File: src/rtl/pio_pkg.sv
// pio_pkg: register offsets and edge-type codes shared by the PIO family.
package pio_pkg;
    localparam logic [1:0] PIO_ADDR_DATA    = 2'd0;
    localparam logic [1:0] PIO_ADDR_IRQMASK = 2'd2;
    localparam logic [1:0] PIO_ADDR_EDGECAP = 2'd3;
    localparam int EDGE_RISING  = 0;
    localparam int EDGE_FALLING = 1;
    localparam int EDGE_ANY     = 2;
endpackage

File: src/rtl/pio_sync_chain.sv
// pio_sync_chain: multi-stage flop synchroniser for asynchronous input buses.
module pio_sync_chain #(
    parameter int WIDTH  = 6,
    parameter int STAGES = 2
) (
    input  logic             clk,
    input  logic             reset,
    input  logic [WIDTH-1:0] i_d,
    output logic [WIDTH-1:0] o_q
);
    logic [STAGES-1:0][WIDTH-1:0] r_stages;
    always_ff @(posedge clk or posedge reset)
        if (reset) r_stages <= '0;
        else       r_stages <= {r_stages[STAGES-2:0], i_d};
    assign o_q = r_stages[STAGES-1];
endmodule

File: src/rtl/pio_in_edge_irq.sv
// pio_in_edge_irq: Avalon-MM input PIO with synchroniser, sticky edge capture,
// interrupt mask and registered level IRQ.
module pio_in_edge_irq
    import pio_pkg::*;
#(
    parameter int WIDTH       = 6,
    parameter int SYNC_STAGES = 2,
    parameter int EDGE_TYPE   = 0,
    parameter int IRQ_EN      = 1
) (
    input  logic             clk,
    input  logic             reset,
    input  logic [1:0]       address,
    input  logic             chipselect,
    input  logic             write,
    input  logic [31:0]      writedata,
    input  logic [WIDTH-1:0] in_port,
    output logic [31:0]      readdata,
    output logic             irq
);
    localparam int PRIME_MAX = SYNC_STAGES + 1;
    localparam int CW        = $clog2(PRIME_MAX + 1);
    logic [WIDTH-1:0] w_sync, w_edge, w_clr;
    logic [WIDTH-1:0] r_prev, r_edgecap, r_irqmask;
    logic [CW-1:0]    r_prime;
    logic [31:0]      w_rdata, r_readdata;
    logic             w_primed, w_wr, r_irq, w_unused_wdata;
    pio_sync_chain #(.WIDTH(WIDTH), .STAGES(SYNC_STAGES)) u_sync (
        .clk   (clk),
        .reset (reset),
        .i_d   (in_port),
        .o_q   (w_sync)
    );
    // Edges are ignored until prev has seen settled synchroniser output,
    // so inputs already high at reset release never look like an edge.
    assign w_primed = r_prime == CW'(PRIME_MAX);
    assign w_wr     = chipselect && write;
    assign w_edge   = !w_primed                  ? '0 :
                      EDGE_TYPE == EDGE_RISING  ? (w_sync & ~r_prev) :
                      EDGE_TYPE == EDGE_FALLING ? (~w_sync & r_prev) :
                                                  (w_sync ^ r_prev);
    assign w_clr    = (w_wr && address == PIO_ADDR_EDGECAP) ? writedata[WIDTH-1:0] : '0;
    assign w_rdata  = address == PIO_ADDR_DATA    ? 32'(w_sync) :
                      address == PIO_ADDR_IRQMASK ? 32'(r_irqmask) :
                      address == PIO_ADDR_EDGECAP ? 32'(r_edgecap) : 32'd0;
    assign w_unused_wdata = &{1'b0, writedata};
    always_ff @(posedge clk or posedge reset)
        if (reset) begin
            r_prev     <= '0;
            r_edgecap  <= '0;
            r_irqmask  <= '0;
            r_readdata <= '0;
            r_irq      <= 1'b0;
            r_prime    <= '0;
        end else begin
            r_prev     <= w_sync;
            r_edgecap  <= (r_edgecap & ~w_clr) | w_edge;
            r_readdata <= w_rdata;
            r_irq      <= (IRQ_EN != 0) && |(r_edgecap & r_irqmask);
            if (!w_primed) r_prime <= r_prime + CW'(1);
            if (IRQ_EN != 0 && w_wr && address == PIO_ADDR_IRQMASK)
                r_irqmask <= writedata[WIDTH-1:0];
        end
    assign readdata = r_readdata;
    assign irq      = r_irq;
endmodule

File: config.mk
export PLATFORM = sky130hd
export DESIGN_NAME = pio_in_edge_irq
export DESIGN_NICKNAME = d
export VERILOG_FILES = /design/src/rtl/pio_pkg.sv /design/src/rtl/pio_sync_chain.sv /design/src/rtl/pio_in_edge_irq.sv
export SDC_FILE = /design/constraint.sdc
export NUM_CORES = 1
export LEC_CHECK = 0
export BUFFER_PORTS_ARGS = -buffer_cell sky130_fd_sc_hd__buf_4
export CAP_MARGIN = 20
export CORE_ASPECT_RATIO = 1.25
export CORE_MARGIN = 8
export CORE_UTILIZATION = 40
export DETAILED_ROUTE_END_ITERATION = 16
export GPL_TIMING_DRIVEN = 0
export PLACE_DENSITY = 0.71
export SYNTH_ARGS = -nofsm -noshare
export SYNTH_HDL_FRONTEND = slang
export SYNTH_HIERARCHICAL = 1
export SYNTH_SLANG_ARGS = --single-unit
export TNS_END_PERCENT = 100
File: constraint.sdc
create_clock -name clk -period 1.4 [get_ports clk]
set_input_delay 0 -clock clk [delete_from_list [all_inputs] [get_ports clk]]
set_output_delay 0 -clock clk [all_outputs]
set_load 0.01 [all_outputs]
==> summary.md, run 1 <==
| Metric | Value |
|---|---|
| Slowest Stage Delay on Critical Path | 0.37 ns |
| Max FO, Critical Path | 8 |
| Pwr Density | 1040 nW/µm² |
| Pleak | 0.00114 µW |
| Hold Crit Class | input pin to flop |
| Diode count | 0 |
| Nets | 243 |
| TritonCTS Sinks | 39 |
| Placeable Area | 4070 µm² |
| Number of DRC markers in iteration 0 | 75 |
| Fin worst setup slack | 0.214 ns |
| Largest net degree at the start of global routing | 28 |
| Multiplexer area fraction after synthesis | 8.65% |
| Vias in the first global route | 1084 |
| RePlAce Congestion | 0.765 |
| Post-synth cell types | 18 |
| Critical Path RT | 1.57 ns |
| Design Area, Final | 2250 µm² |
| Setup Skew | 0.00470 ns |
| Final Max Tran Viols | 0 |
| Routed Antenna Nets | 0 |
| Final hold violation count | 0 |
| Worst path slowest cell | dfrtp_1 |
| Post-synthesis simple-gate area fraction | 7.40% |
| Hold Startpoint | address[1] |
| GRT Total Usage | 10.5% |
| Floorplan row count | 26 |
| FF+latch count, synth | 39 |
| Synth Area in Adders | 0.740% |
| Die height | 88.7 µm |
| Gate Count Post-Synth | 130 |
| Crit path time final | 1.19 ns |
| Largest family of logic cells by synthesized area | buffers and inverters |
| Post-CTS setup buffer count | 0 |
| Outcome | finished, final reports clean |
| Later-pin clock latency in the skew report | 0.28 ns |
| IR Drop Worst-Case VDD | 0.632 mV |
| Setup TNS | 0 ns |
| Non-filler cells, final | 253 |
| TritonCTS Buffers | 5 |
| Final setup viols | 0 |
| DPL Wire Length | 2.39 mm |
| Average cell area after synthesis | 13.0 µm² |
| Ys Warns | 6 |
| CTS root buf | clkbuf_8 |
| First-pass GRT wire length | 5.22 mm |
| DRC viols | 0 |
| FILL cells | 358 |
| Dpl cells | 233 |
| I/O pins | 77 |
| Max Cap Viol | 0 |
| Port Buffers | 22 |
| Initial Util | 41.6% |
| DP Worst Slack | 0.220 ns |
| GR Overflow Total | 0 |
| Clock Pin Slew Worst Setup and Hold Paths | 0.07 ns |
| Die ar. | 6580 µm² |
| Post-Synth XOR/XNOR Area | 0.518% |
| Complex-gate fraction of the synthesized area | 7.10% |
| Hold slack | 0.0486 ns |
| DP Area | 2020 µm² |
| Synth Cell Area | 1690 µm² |
| DIE WIDTH | 74.2 µm |
| Post-synthesis sequential area ratio | 57.7% |
| Multi-input logic area | 510 µm² |
| CTS max path bufs | 2 |
| Crit-path cells | ha_1 > buf_2 > mux2_2 |
| Kind of critical path | flop to flop |
| Crit end category | flop |
| Period utilization | 84.7% |
| Fmax | 843 MHz |
| Initial antenna violation count | 0 |
| Max H-tree Level | 2 |
| Critical path origin | r_prime[0] |
| DRT Pass-1 Iters | 4 |
| Register area | 976 µm² |
| CTS tree | done |
| R2R Path Start | r_prime[0] |
| RSZ-0062 raised after global routing | no |
| Via count | 1028 |
| CP startpoint kind | flop |
| Synth-to-layout area growth | 33.1% |
| Total Wirelength | 3.20 mm |
| Worst EP arrival | 1.35 ns |
| Share of post-route cells with drive strength above 1 | 40.1% |
| DR WL/cell | 12.7 µm |
| Via density | 4.06 |
## Yosys cell counts
cell type | number | area (µm²)
dfrtp_1 | 39 | 976
buf_4 | 33 | 248
mux2_2 | 13 | 146
inv_1 | 8 | 30.0
a22o_1 | 6 | 52.6
nand2b_1 | 6 | 37.5
nand3b_1 | 6 | 45.0
o211ai_1 | 6 | 45.0
a22oi_1 | 3 | 22.5
buf_2 | 2 | 10.0
and4_2 | 1 | 10.0
buf_6 | 1 | 11.3
conb_1 | 1 | 3.75
ha_1 | 1 | 12.5
nand3_1 | 1 | 5.00
nand4b_4 | 1 | 23.8
nor2_1 | 1 | 3.75
xnor2_1 | 1 | 8.76
## layout by cell type, fill, tap and decap left out, drive strengths merged
cell	count
buf	59
dfrtp	39
conb	26
mux2	13
dlygate4sd3	13
inv	8
nand2b	6
nand3b	6
o211ai	6
a22o	6
clkbuf	6
a22oi	3
nand4b	1
xnor2	1
and4	1
nor2	1
nand3	1
ha	1
## worst paths after layout
check | endpoint | slack (ns) | cells past startpoint
min in group asynchronous | r_prime[0] | 0.18 | 3
worst min register to register | u_sync/o_q[0] | 0.35 | 0
max in group asynchronous | u_sync/o_q[0] | 0.80 | 3
worst max register to register | r_prime[1] | 0.21 | 3
worst max-delay path | r_prime[1] | 0.21 | 3
worst min-delay path | readdata[3] | 0.05 | 2
## where the power goes
| part | internal (µW) | total (µW) | switching, µW |
|---|---|---|---|
| clock network | 332 | 671 | 339 |
| logic | 239 | 403 | 164 |
| registers | 1220 | 1260 | 46.5 |
| total | 1790 | 2340 | 550 |
## cells by family (layout without fill, tap and decap cells)
group	count (synthesis)	in the layout
compound gates	15	15
flops	39	39
xor+xnor	1	1
fa+ha+maj	1	1
other cells	1	26
buf+inv	44	86
simple gates	16	16
mux	13	13
## metal layers
layer  track usage, %  routed length (µm)
met5                0                   0
met2             16.7                1580
met4             3.83                  21
met3             5.33                 257
met1             11.5                1350
## repair_timing
action / CTS / global route
resized for setup: 0 / 0
endpoints found under the hold margin: 24 / 0
hold buffers: 13 / 0
## critical path, delay by kind of cell, from the launching register on
kind | cells | cell delay (ns)
flip-flops | 1 | 0.37
multiplexers | 1 | 0.35
buffers and inverters | 1 | 0.21
adder cells (fa/ha/maj) | 1 | 0.14
## state kept, by name, summed over array words and instances, names as in the netlist
name,count
r_irqmask,6
r_prime,2
r_prev,6
u_sync/r_stages,6
r_edgecap,6
readdata,6
u_sync/o_q,6
irq,1
## layout make-up
cell class                      instances  area share (%)
Tap cell                               56            3.11
Timing Repair Buffer                   36            14.3
Clock buffer                            6            3.22
Multi-Input combinational cell         72            22.7
Inverter                                8            1.33
Sequential cell                        39            43.4
Buffer                                 36            12.0
## stage by stage
step | power (µW) | utilization (%)
5_1_grt | 2480 | 55.4
2_1_floorplan | 1530 | -
3_3_place_gp | 1630 | 49.7
4_1_cts | 2350 | 54.7
6_report | 2340 | 55.4
3_5_place_dp | 1650 | 49.7
Power figures use the tool's default switching activity.
==> run 2: changes to the inputs <==
==> constraint.sdc (replaced) <==
create_clock -name clk -period 1.1 [get_ports clk]
set_input_delay 0 -clock clk [delete_from_list [all_inputs] [get_ports clk]]
set_output_delay 0 -clock clk [all_outputs]
set_load 0.01 [all_outputs]
==> run 2 against run 1 <==
  * Critical path depth is 1 lower
  * Total power is 27% higher
  * Core utilization is 1.1 points higher
  * Flip-flop and latch count stayed put
  * Combinational power is 28% higher
  * Design area is 1.9% higher
  * Setup slack worse by 0.14 ns
  * Sequential power is 28% higher
==> summary.md, run 2 (synthesis gave the netlist of run 1 again) <==
| Metric | Value |
|---|---|
| Outcome | finished, final reports clean |
| Fmax | 974 MHz (+16%) |
| RePlAce Congestion | 0.765 (unchanged) |
| Crit path time final | 1.03 ns (-0.160 ns) |
| Final Max Tran Viols | 0 (unchanged) |
| TritonCTS Buffers | 5 (unchanged) |
| Via count | 1030 (+0.19%) |
| Total power draw | 2980 µW (+27%) |
| Clock Pin Slew Worst Setup and Hold Paths | 0.07 ns (about the same) |
| P_sw | 698 µW (+27%) |
| CTS root buf | clkbuf_8 |
| DP Worst Slack | -0.0804 ns (-0.300 ns) |
| Crit-path cells | ha_4 > mux2_4 |
| Switching share of power | 23.4% (-0.081 points) |
| Cell-internal power | 2280 µW (+27%) |
| Worst EP arrival | 1.19 ns (-0.16 ns) |
| Critical path origin | r_prime[1] |
| Diode count | 0 (unchanged) |
| Critical Path RT | 1.27 ns (-0.30 ns) |
| Max H-tree Level | 2 (unchanged) |
| CTS tree | done |
| RR Endpoint | r_prime[1] |
| GR Overflow Total | 0 (unchanged) |
| Final hold violation count | 0 (unchanged) |
| DIE WIDTH | 74.2 µm (unchanged) |
| Pwr Density | 1300 nW/µm² (+25%) |
| Hold Crit Class | input pin to flop |
| CTS max path bufs | 2 (unchanged) |
| Worst setup path end | r_prime[1] |
| Hold slack | 0.0498 ns (+0.00127 ns) |
| IR Drop Worst-Case VDD | 0.802 mV (+27%) |
| Initial antenna violation count | 0 (unchanged) |
| R2R Path Start | r_prime[1] |
| DR WL/cell | 12.5 µm (-0.96%) |
| Routed Antenna Nets | 0 (unchanged) |
| Initial Util | 41.6% (unchanged) |
| Max FO, Critical Path | 8 (unchanged) |
| DRC viols | 0 (unchanged) |
| Via density | 4.02 (-0.98%) |
| Slowest Stage Delay on Critical Path | 0.41 ns (+0.04 ns) |
| GRT Total Usage | 10.4% (-0.070 points) |
| Sequential Power Share | 54.1% (about the same) |
| Share of post-route cells with drive strength above 1 | 41.0% (+0.90 points) |
| Pleak | 0.00117 µW (+2.1%) |
| Logic pwr share | 17.3% (about the same) |
| Kind of critical path | flop to flop |
| Number of DRC markers in iteration 0 | 65 (-13%) |
| Setup Skew | 0.00456 ns (-0.000141 ns) |
| Vias in the first global route | 1067 (-1.6%) |
| Nets | 246 (+1.2%) |
| Design Area, Final | 2290 µm² (+1.9%) |
| DPL Wire Length | 2.39 mm (unchanged) |
| Synth-to-layout area growth | 35.7% |
| Worst reg2reg setup slack | 0.07 ns (-0.14 ns) |
| Clock share of power | 28.6% (about the same) |
| Largest net degree at the start of global routing | 28 (unchanged) |
| Crit end category | flop |
| Commonest non-fill, non-tap cell in the layout | buf_4 |
| Max Cap Viol | 0 (unchanged) |
| Floorplan row count | 26 (unchanged) |
| Die height | 88.7 µm (unchanged) |
| Placeable Area | 4070 µm² (unchanged) |
| Later-pin clock latency in the skew report | 0.28 ns (about the same) |
| Setup TNS | 0 ns (unchanged) |
| R2r worst-path depth | 2 (-1) |
| Fin worst setup slack | 0.0733 ns (-0.140 ns) |
| Final setup viols | 0 (unchanged) |
| DRT Pass-1 Iters | 4 (unchanged) |
| Total Wirelength | 3.21 mm (+0.22%) |
| CP startpoint kind | flop |
| First-pass GRT wire length | 5.18 mm (-0.67%) |
| Period utilization | 93.3% (+8.6 points) |
| TritonCTS Sinks | 39 (unchanged) |
| RSZ-0062 raised after global routing | no |
| I/O pins | 77 (unchanged) |
| DP Area | 2020 µm² (unchanged) |
| Port Buffers | 22 (unchanged) |
| Most frequent cells in the layout | 58 x buf_4, 39 x dfrtp_1, 26 x conb_1, 14 x dlygate4sd3_1, 12 x mux2_2 |
| Worst path slowest cell | dfrtp_1 |
| Die ar. | 6580 µm² (unchanged) |
## run 2: changes by cell type in the layout (fill, tap and decap cells not counted), sizes merged
cell,before,now
dlygate4sd3,13,14
buf,59,61
## run 2: timing repair
action                                 CTS  global route
setup buffers                            2             1
pin swaps                                0             1
gates resized for setup                  3             2
hold buffers                            13             1
endpoints found under the hold margin   24            27
setup endpoints to repair                1             1
## run 2: how the worst min path moves through the flow
| stage | start | end | slack (ns) | cells after the start |
|---|---|---|---|---|
| detailed placement | reset | u_sync/r_stages[4] | 0.05 | 2 |
| CTS | reset | r_irqmask[5] | 0.02 | 2 |
| global route | address[1] | readdata[5] | 0.03 | 2 |
| floorplan | reset | u_sync/o_q[0] | -0.14 | 1 |
| global placement | reset | u_sync/r_stages[2] | 0.02 | 2 |
| finish | address[1] | readdata[3] | 0.05 | 2 |
## run 2: metrics by stage
step,instances,util (%)
5_1_grt,256,56.4
3_5_place_dp,233,49.7
4_1_cts,254,55.3
2_1_floorplan,155,-
6_report,256,56.4
3_3_place_gp,233,49.7
## run 2: routing by layer
layer	routed length, µm	GRT usage, %
met1	1340	11.5
met3	263	5.33
met4	21	3.83
met5	0	0
met2	1580	16.6
## run 2: critical path, delay by kind of cell, from the launching register on
kind	cells	cell delay (ns)
mux	1	0.30
fa+ha+maj	1	0.21
flops	1	0.41
## run 2: area by class of cell
class                   count  area, µm²
well taps                  56       70.1
clock buffers               6       72.6
plain buffers              35        264
fillers                   362       1770
multi-input cells          72        527
flip-flops and latches     39        976
repair buffers             40        355
inverters                   8       30.0
## run 2: power by group through the flow
stage,clock [µW],combinational (µW),sequential [µW]
6_report,852,515,1610
5_1_grt,974,562,1620
4_1_cts,879,497,1610
3_5_place_dp,0,461,1640
3_3_place_gp,0,449,1630
2_1_floorplan,0,315,1630
==> run 3: changes to the inputs <==
--- a/config.mk
+++ b/config.mk
@@ -9,10 +9,10 @@
 export CAP_MARGIN = 20
 export CORE_ASPECT_RATIO = 1.25
 export CORE_MARGIN = 8
-export CORE_UTILIZATION = 40
+export CORE_UTILIZATION = 46
 export DETAILED_ROUTE_END_ITERATION = 16
 export GPL_TIMING_DRIVEN = 0
-export PLACE_DENSITY = 0.71
+export PLACE_DENSITY = 0.8
 export SYNTH_ARGS = -nofsm -noshare
 export SYNTH_HDL_FRONTEND = slang
 export SYNTH_HIERARCHICAL = 1
==> run 3 against run 2 <==
  * The run now ends with setup timing left
  * Global-route usage grew 0.81 points
  * Fmax shrank 7.4%
  * Non-clock buffer count is the same
  * Hold slack lost 0.024 ns
  * Count of clock-buffer cells in the layout is the same
  * Die area shrank 11%
  * Setup slack lost 0.082 ns
  * Clock skew shrank 0.00054 ns
  * Cell count shrank 5.9%
  * Critical path depth grew 1
  * Register-to-register slack lost 0.08 ns
  * Critical path type unchanged
  * Highest routed layer unchanged
==> summary.md, run 3 (synthesis gave the netlist of run 1 again) <==
| Metric | Value |
|---|---|
| Outcome | finished with violations |
| Violated checks | setup timing |
| Via count | 1070 (+3.9%) |
| Critical path origin | r_prime[0] |
| I/O pins | 77 (unchanged) |
| Clock share of power | 36.3% (+7.7 points) |
| Floorplan row count | 24 (-7.7%) |
| DRT Pass-1 Iters | 4 (unchanged) |
| Top delay family on crit path | flip-flops |
| Synth-to-layout area growth | 36.3% |
| Routed Antenna Nets | 0 (unchanged) |
| CTS tree | done |
| Hold slack | 0.0258 ns (-0.0241 ns) |
| Pwr Density | 1440 nW/µm² (+11%) |
| Later-pin clock latency in the skew report | 0.29 ns (about the same) |
| Diode count | 0 (unchanged) |
| GR Overflow Total | 0 (unchanged) |
| Setup TNS | -0.00898 ns (-0.00898 ns) |
| Setup Skew | 0.00402 ns (-0.000542 ns) |
| Die height | 83.8 µm (-5.5%) |
| Total power draw | 3330 µW (+12%) |
| Sequential Power Share | 48.3% (-5.8 points) |
| Hold Crit Class | input pin to flop |
| Critical Path RT | 1.28 ns (about the same) |
| Fin worst setup slack | -0.00898 ns (-0.0823 ns) |
| Largest net degree at the start of global routing | 28 (unchanged) |
| Crit path time final | 1.11 ns (+0.0823 ns) |
| First-pass GRT wire length | 5.20 mm (+0.41%) |
| Crit-path cells | ha_1 > buf_6 > mux2_2 |
| CP startpoint kind | flop |
| Placeable Area | 3510 µm² (-14%) |
| Cell-internal power | 2590 µW (+14%) |
| RSZ-0062 raised after global routing | yes |
| DR WL/cell | 13.2 µm (+4.9%) |
| DRC viols | 0 (unchanged) |
| Hold Startpoint | address[1] |
| P_sw | 741 µW (+6.3%) |
| Pleak | 0.00118 µW (+1.4%) |
| Max Cap Viol | 0 (unchanged) |
| DPL Wire Length | 2.41 mm (+0.80%) |
| IR Drop Worst-Case VDD | 1.39 mV (+74%) |
| Port Buffers | 22 (unchanged) |
| RePlAce Congestion | 0.795 (+3.9%) |
| Core Util, Final | 65.6% (+9.2 points) |
| Most frequent cells in the layout | 57 x buf_4, 39 x dfrtp_1, 26 x conb_1, 14 x dlygate4sd3_1, 13 x mux2_2 |
| Via density | 4.44 (+10%) |
| Initial antenna violation count | 0 (unchanged) |
| DIE WIDTH | 70.2 µm (-5.3%) |
| CTS max path bufs | 2 (unchanged) |
| Number of DRC markers in iteration 0 | 23 (-65%) |
| Clock Pin Slew Worst Setup and Hold Paths | 0.07 ns (about the same) |
| Commonest non-fill, non-tap cell in the layout | buf_4 |
| Design Area, Final | 2310 µm² (+0.49%) |
| Vias in the first global route | 1092 (+2.3%) |
| Initial Util | 48.1% (+6.5 points) |
| Period utilization | 101% (+7.5 points) |
| Final setup viols | 1 (+1) |
| Kind of critical path | flop to flop |
| Share of post-route cells with drive strength above 1 | 41.6% (+0.58 points) |
| Worst EP arrival | 1.29 ns (+0.10 ns) |
| Worst path slowest cell | dfrtp_1 |
| Logic pwr share | 15.4% (-1.9 points) |
| GRT Total Usage | 11.2% (+0.81 points) |
| TritonCTS Sinks | 39 (unchanged) |
| Max H-tree Level | 2 (unchanged) |
| Nets | 246 (unchanged) |
| Worst-Margin Slew | 0.504 ns |
| Total Wirelength | 3.17 mm (-1.2%) |
| R2R Path Start | r_prime[0] |
| TritonCTS Buffers | 5 (unchanged) |
| Slew margin rel. | 66.3% |
| CP bufs+invs | 1 (+1) |
| DP Area | 2000 µm² (-1.1%) |
| Slowest Stage Delay on Critical Path | 0.38 ns (-0.03 ns) |
| CTS root buf | clkbuf_8 |
| Fmax | 902 MHz (-7.4%) |
| Final hold violation count | 0 (unchanged) |
| Die ar. | 5890 µm² (-11%) |
| Final Max Tran Viols | 0 (unchanged) |
| Crit end category | flop |
| Max FO, Critical Path | 8 (unchanged) |
| Switching share of power | 22.3% (-1.2 points) |
## run 3: cell types whose count changed in the layout (fill, tap and decap cells not counted), sizes merged
cell	change
bufinv	+1
clkinv	+1
## run 3: power by group through the flow
stage	Combinational, µW	Sequential [µW]	Clock (µW)
2_1_floorplan	315	1630	0
3_3_place_gp	449	1630	0
3_5_place_dp	462	1640	0
4_1_cts	498	1610	1240
5_1_grt	562	1620	1300
6_report	514	1610	1210
## run 3: stage by stage
| stage | setup WS, ns | cells |
|---|---|---|
| detailed placement | -0.0875 | 216 |
| global route | -0.0317 | 241 |
| floorplan | 0.0108 | 155 |
| global placement | -0.0462 | 216 |
| finish | -0.00898 | 241 |
| CTS | -0.0123 | 238 |
## run 3: what timing repair did
item / in CTS / in global routing
endpoints found under the setup margin: 1 / 1
gates resized for setup: 2 / 0
gates cloned: 0 / 0
endpoints found under the hold margin: 54 / 27
hold buffers: 13 / 1
setup buffers: 1 / 1
## run 3: layer usage
| metal | part of all wire, % | GRT usage, % |
|---|---|---|
| met1 | 37 | 10.3 |
| met3 | 6.8 | 5.48 |
| met5 | 0 | 0 |
| met4 | 1.4 | 4.95 |
| met2 | 55 | 20.0 |
## run 3: final cells by class
class | instances | area [µm²]
plain buffers | 36 | 275
clock buffers | 6 | 82.6
clock inverters | 2 | 35.0
fillers | 280 | 1210
inverters | 8 | 30.0
multi-input cells | 72 | 510
flip-flops and latches | 39 | 976
well taps | 39 | 48.8
repair buffers | 39 | 348
## run 3: worst paths after layout
path,end,slack [ns],cells past startpoint
worst min register to register,u_sync/o_q[4],0.35,0
worst min-delay path,readdata[4],0.03,2
worst max register to register,r_prime[1],-0.009,3
min in group asynchronous,r_prev[2],0.22,3
max in group asynchronous,readdata[5],0.48,4
worst max-delay path,r_prime[1],-0.009,3
